--- config.mk ---
export PLATFORM = sky130hd
export DESIGN_NAME = fpa_addsub_sched
export DESIGN_NICKNAME = d
export VERILOG_FILES = /design/src/rtl/fpa_pkg.sv /design/src/rtl/fpa_addsub_core.sv /design/src/rtl/fpa_addsub_sched.sv
export SDC_FILE = /design/constraint.sdc
export NUM_CORES = 1
export LEC_CHECK = 0
export ABC_AREA = 1
export CAP_MARGIN = 40
export CORE_ASPECT_RATIO = 1.4
export CORE_MARGIN = 4
export CORE_UTILIZATION = 45
export CTS_CLUSTER_DIAMETER = 200
export DETAILED_ROUTE_END_ITERATION = 10
export GPL_TIMING_DRIVEN = 0
export PLACE_DENSITY = 0.77
export SLEW_MARGIN = 25
export SYNTH_ARGS = -nofsm -noshare
export SYNTH_HDL_FRONTEND = slang
export SYNTH_SLANG_ARGS = --single-unit
--- constraint.sdc ---
create_clock -name clk -period 3.9 [get_ports clk]
set_input_delay 0.585 -clock clk [delete_from_list [all_inputs] [get_ports clk]]
set_output_delay 0.585 -clock clk [all_outputs]
set_load 0.005 [all_outputs]
--- src/rtl/fpa_pkg.sv ---
// Shared definitions for the fixed-point add/sub scheduler.
// The data format is two's-complement Q16.15 in a 32-bit word.
package fpa_pkg;

   localparam int FX_W   = 32;
   localparam int FRAC_W = 15;

   typedef logic signed [FX_W-1:0] fx_t;

   typedef enum logic {
      OP_ADD = 1'b0,
      OP_SUB = 1'b1
   } op_e;

   localparam fx_t FX_MAX = 32'h7FFFFFFF;
   localparam fx_t FX_MIN = 32'h80000000;

endpackage

--- src/rtl/fpa_addsub_core.sv ---
// Combinational Q16.15 add/subtract.
// The sum is formed one bit wider than the operands so that the carry-out
// and the result sign can be compared to detect overflow. On overflow the
// result is either clamped to the representable extreme or left to wrap.
module fpa_addsub_core
   import fpa_pkg::*;
#(
   parameter bit SATURATE = 1'b1
) (
   input  logic [FX_W-1:0] a,
   input  logic [FX_W-1:0] b,
   input  logic            op,
   output logic [FX_W-1:0] y,
   output logic            ovf
);

   logic [FX_W:0] sum_ext;

   // Sign-extended add/sub, overflow detection and optional clamp.
   always_comb begin
      sum_ext = '0;
      if (op_e'(op) == OP_SUB) begin
         sum_ext = {a[FX_W-1], a} - {b[FX_W-1], b};
      end else begin
         sum_ext = {a[FX_W-1], a} + {b[FX_W-1], b};
      end

      ovf = sum_ext[FX_W] ^ sum_ext[FX_W-1];
      y   = sum_ext[FX_W-1:0];

      if (SATURATE && ovf) begin
         y = sum_ext[FX_W] ? FX_MIN : FX_MAX;
      end
   end

endmodule

--- src/rtl/fpa_addsub_sched.sv ---
// Round-robin scheduler sharing one add/sub datapath between N_REQ requesters.
// Each requester may have one operation in flight. An accepted operation is
// registered into stage 1, computed in stage 2 and written into a dedicated
// per-requester result buffer, so the pipeline never has to stall. The pend
// bit of a requester stays set from accept until its result is consumed.
module fpa_addsub_sched
   import fpa_pkg::*;
#(
   parameter int N_REQ    = 4,
   parameter bit SATURATE = 1'b1,
   localparam int IDX_W   = (N_REQ > 1) ? $clog2(N_REQ) : 1
) (
   input  logic                    clk,
   input  logic                    rst_n,
   input  logic [N_REQ-1:0]        req_valid,
   output logic [N_REQ-1:0]        req_ready,
   input  logic [N_REQ-1:0]        req_op,
   input  logic [N_REQ*FX_W-1:0]   req_a,
   input  logic [N_REQ*FX_W-1:0]   req_b,
   output logic [N_REQ-1:0]        resp_valid,
   input  logic [N_REQ-1:0]        resp_ready,
   output logic [N_REQ*FX_W-1:0]   resp_y,
   output logic [N_REQ-1:0]        resp_ovf,
   output logic [IDX_W-1:0]        grant_id
);

   logic [N_REQ-1:0][FX_W-1:0] a_vec;
   logic [N_REQ-1:0][FX_W-1:0] b_vec;

   logic [N_REQ-1:0]           pend;
   logic [N_REQ-1:0]           eligible;
   logic [IDX_W-1:0]           rr_ptr;
   logic [IDX_W-1:0]           grant_q;
   logic [IDX_W-1:0]           cand;
   logic [IDX_W-1:0]           win_idx;
   logic                       win_found;
   logic                       accept;

   logic                       s1_v;
   logic                       s1_op;
   logic [FX_W-1:0]            s1_a;
   logic [FX_W-1:0]            s1_b;
   logic [IDX_W-1:0]           s1_idx;

   logic [FX_W-1:0]            core_y;
   logic                       core_ovf;

   logic [N_REQ-1:0]           rsp_v;
   logic [N_REQ-1:0][FX_W-1:0] ybuf;
   logic [N_REQ-1:0]           obuf;

   assign a_vec      = req_a;
   assign b_vec      = req_b;
   assign resp_y     = ybuf;
   assign resp_ovf   = obuf;
   assign resp_valid = rsp_v;
   assign grant_id   = grant_q;
   assign accept     = |(req_valid & req_ready);

   // Round-robin search starting just after the last winner; ready is held low during reset.
   always_comb begin
      eligible  = req_valid & ~pend;
      win_found = 1'b0;
      win_idx   = '0;
      cand      = '0;
      req_ready = '0;
      for (int k = 1; k <= N_REQ; k++) begin
         cand = IDX_W'((int'(rr_ptr) + k) % N_REQ);
         if (!win_found && eligible[cand]) begin
            win_found = 1'b1;
            win_idx   = cand;
         end
      end
      if (rst_n && win_found) begin
         req_ready[win_idx] = 1'b1;
      end
   end

   fpa_addsub_core #(
      .SATURATE (SATURATE)
   ) u_core (
      .a   (s1_a),
      .b   (s1_b),
      .op  (s1_op),
      .y   (core_y),
      .ovf (core_ovf)
   );

   // Accept into stage 1, write stage-2 results to buffers, retire consumed results.
   always_ff @(posedge clk) begin
      if (!rst_n) begin
         pend    <= '0;
         rsp_v   <= '0;
         ybuf    <= '0;
         obuf    <= '0;
         rr_ptr  <= IDX_W'(N_REQ - 1);
         grant_q <= '0;
         s1_v    <= 1'b0;
         s1_op   <= 1'b0;
         s1_a    <= '0;
         s1_b    <= '0;
         s1_idx  <= '0;
      end else begin
         for (int i = 0; i < N_REQ; i++) begin
            if (rsp_v[i] && resp_ready[i]) begin
               rsp_v[i] <= 1'b0;
               pend[i]  <= 1'b0;
            end
         end

         s1_v <= accept;
         if (accept) begin
            pend[win_idx] <= 1'b1;
            rr_ptr        <= win_idx;
            grant_q       <= win_idx;
            s1_a          <= a_vec[win_idx];
            s1_b          <= b_vec[win_idx];
            s1_op         <= req_op[win_idx];
            s1_idx        <= win_idx;
         end

         if (s1_v) begin
            ybuf[s1_idx]  <= core_y;
            obuf[s1_idx]  <= core_ovf;
            rsp_v[s1_idx] <= 1'b1;
         end
      end
   end

endmodule

==> flow_summary.ini <==
[worst_setup_path]
worstPathMaxFanout = 8
startpoint_type = flop
crit_required_ps = 4280
rrSetupSlack_ps = -40
worstRegToRegCells = 25
crit_path_start = s1_b[10]
worstPathArrival_ps = 4330
critPathKind = reg -> reg
timing.rr.end = resp_y[60]
cp-end-kind = flop
worstReg2RegStart = s1_b[10]

[floorplan]
die_area_um2 = 34100
die_x_um = 157
start_util_pct = 45.6
fp.coreArea_um2 = 30700
die_h_um = 217
pin_count = 412
rows = 76

[global_route]
grt_use_total_pct = 31.1
antenna_found_initial = 3
grt_max_degree = 15
grt_overflow = 0
grt_pass1_wl_um = 83800
grt_pass1_vias = 16400

[clock_tree]
cts_made_buffers = 21
cts.path.max_buffers = 3
cts_tree = built
root_buffer = clkbuf_16
clk_pin_slew_ps = 70
clock_latency_ps = 520
hold_buffers = 0
cts.sinks = 210
h-tree-depth = 1

[drt]
drt_wl_total_um = 57700
drtAntennaViolNets = 0
via_per_inst = 5.12
wl_per_cell_um = 17.5
drc = 0
drt_iter0_markers = 1067
firstDrtPassIters = 6
vias = 16900

[placement]
numPortBuffers = 411
post-dp-hpwl_um = 45800
routabilityCongestion = 0.944

[logic_synthesis]
yosysTopAreaCellShare_pct = 30.0
synth_area_um2 = 14000
synth_largest_area_cell = dfxtp_1
synth_cells = 2431
synth-warning-count = 0
synthTopCellsByArea = dfxtp_1 (30%), nand2_1 (25%), nor2_1 (8.6%)
synth_seq_cells = 210
avgSynthCellArea_um2 = 5.77
synth_nets = 2735
synth_cell_types = 42
ys_seq_area_share_pct = 30.0

[timing]
fin_ws_ps = -43.1
slew_headroom_pct = 44.0
tightest_slew_ps = 840
fin_crit_sh_pct = 101
timing.fmax_mhz = 254
hold_ws_ps = 483
slew_violations = 0
finalSetupViolCount = 25
hold_viol = 0
finClkSkew_ps = 10.7
fin_crit_ps = 3940
rsz0062_at_grt = yes

[worst_hold_path]
min_path_type = reg -> reg
holdPathEnd = pend[1]
min_path_cells = 2
hold_start = pend[1]

[job]
maxCapViolCount = 0

[status]
violations = setup timing
status = finished, violations left

[finish]
drive_above_1_share_pct = 8.75
multiInputGateArea_um2 = 8840
fillers = 2753
area_growth_pct = 47.5
fin_nets = 3205
regArea_um2 = 4210
layout_common_cells = nand2_1 (877), clkdlybuf4s50_1 (410), nor2_1 (308)
layout_commonest_cell = nand2_1
-- how the worst max path moves through the flow --
stage	end	cells past startpoint
4_1_cts	req_ready[1]	14
3_5_place_dp	resp_y[30]	24
5_1_grt	resp_y[42]	24
6_report	resp_y[60]	25
2_1_floorplan	resp_y[123]	21
3_3_place_gp	resp_y[62]	21
-- kinds of logic (layout without fill, tap and decap cells) --
family          Yosys count  in the layout  synth area share [%]
fa+ha+maj                34             34                  3.09
buf+inv                 422            904                  12.2
simple gates           1521           1521                  43.7
xor+xnor                 52             52                  3.25
flops                   210            210                  30.0
compound gates          192            192                  7.75
other cells               0              3                     0
-- stage by stage --
stage / util [%] / instance area [µm²] / setup WS (ps) / TNS [ps] / instances
5_1_grt: 67.3 / 20700 / -185 / -16200 / 3306
3_5_place_dp: 60.6 / 18600 / -805 / -83180 / 3232
3_3_place_gp: 60.6 / 18600 / -727 / -75600 / 3232
6_report: 67.3 / 20700 / -43.1 / -512 / 3306
2_1_floorplan: - / 14000 / 340 / 0 / 2431
4_1_cts: 63.8 / 19600 / -9.16 / -16.5 / 3271
-- timing repair --
action,CTS,global route
endpoints found under the hold margin,0,0
resized for setup,78,168
buffers inserted,4,24
gates cloned,0,10
setup endpoints to repair,136,135
pin swaps,7,55
-- metal layers --
layer	track usage (%)	wire length, µm	part of all wire (%)
met1	32.2	20000	35
met2	57.8	29300	51
met3	3.90	3810	6.6
met4	19.9	4620	8.0
met5	0	0	0
-- layout make-up --
class,instances,area share (%)
clock inverter,6,0.315
multi-input combinational,1799,42.8
buffer,123,3.57
clock buffer,29,2.93
antenna,3,0.0363
sequential,210,20.4
inverter,297,5.44
timing repair buffer,449,22.2
tap,390,2.36
-- registers in the layout, summed over array words and instances, names as in the netlist --
| register | count |
|---|---|
| resp_y | 128 |
| s1_a | 32 |
| s1_b | 32 |
| pend | 4 |
| resp_ovf | 4 |
| resp_valid | 4 |
| rr_ptr | 2 |
| s1_idx | 2 |
| s1_op | 1 |
| s1_v | 1 |
-- cells in the mapped netlist, drive strengths merged --
| library cell | n |
|---|---|
| xor2 | 46 |
| o21a | 27 |
| or2 | 2 |
| o31ai | 1 |
| nand2b | 1 |
| and2 | 3 |
| buf | 66 |
| o21bai | 13 |
| clkbuf | 59 |
| nor4 | 5 |
| a31oi | 2 |
| o21ai | 49 |
| nand3b | 1 |
| nand4 | 6 |
| o41ai | 1 |
| o211ai | 2 |
| nand3 | 233 |
| a21oi | 97 |
| dfxtp | 210 |
| nor2 | 324 |
| xnor2 | 6 |
| fa | 1 |
| ha | 33 |
| nand2 | 930 |
| nor3 | 16 |
| inv | 297 |
-- critical path: stages (launching register included) --
cell and delay, ps:
dfxtp_4 370, nor2_4 120, nand2_2 80, nor4_4 270, nand2_2 130, o21ai_4 200
nand2_2 110, nor2_4 110, o21ai_0 110, xor2_1 160, ha_1 360, inv_1 130
nor3_4 230, nand2_1 110, inv_1 70, nand2_1 70, nand2_2 90, inv_1 40
nand2_1 70, nand2_2 80, buf_12 130, nand2_8 90, nand2_8 110, clkbuf_16 210
a21oi_4 210, a21oi_1 110
Power is not shown: default switching activity piles up to over one toggle a cycle in this logic, so the estimate is an artifact.
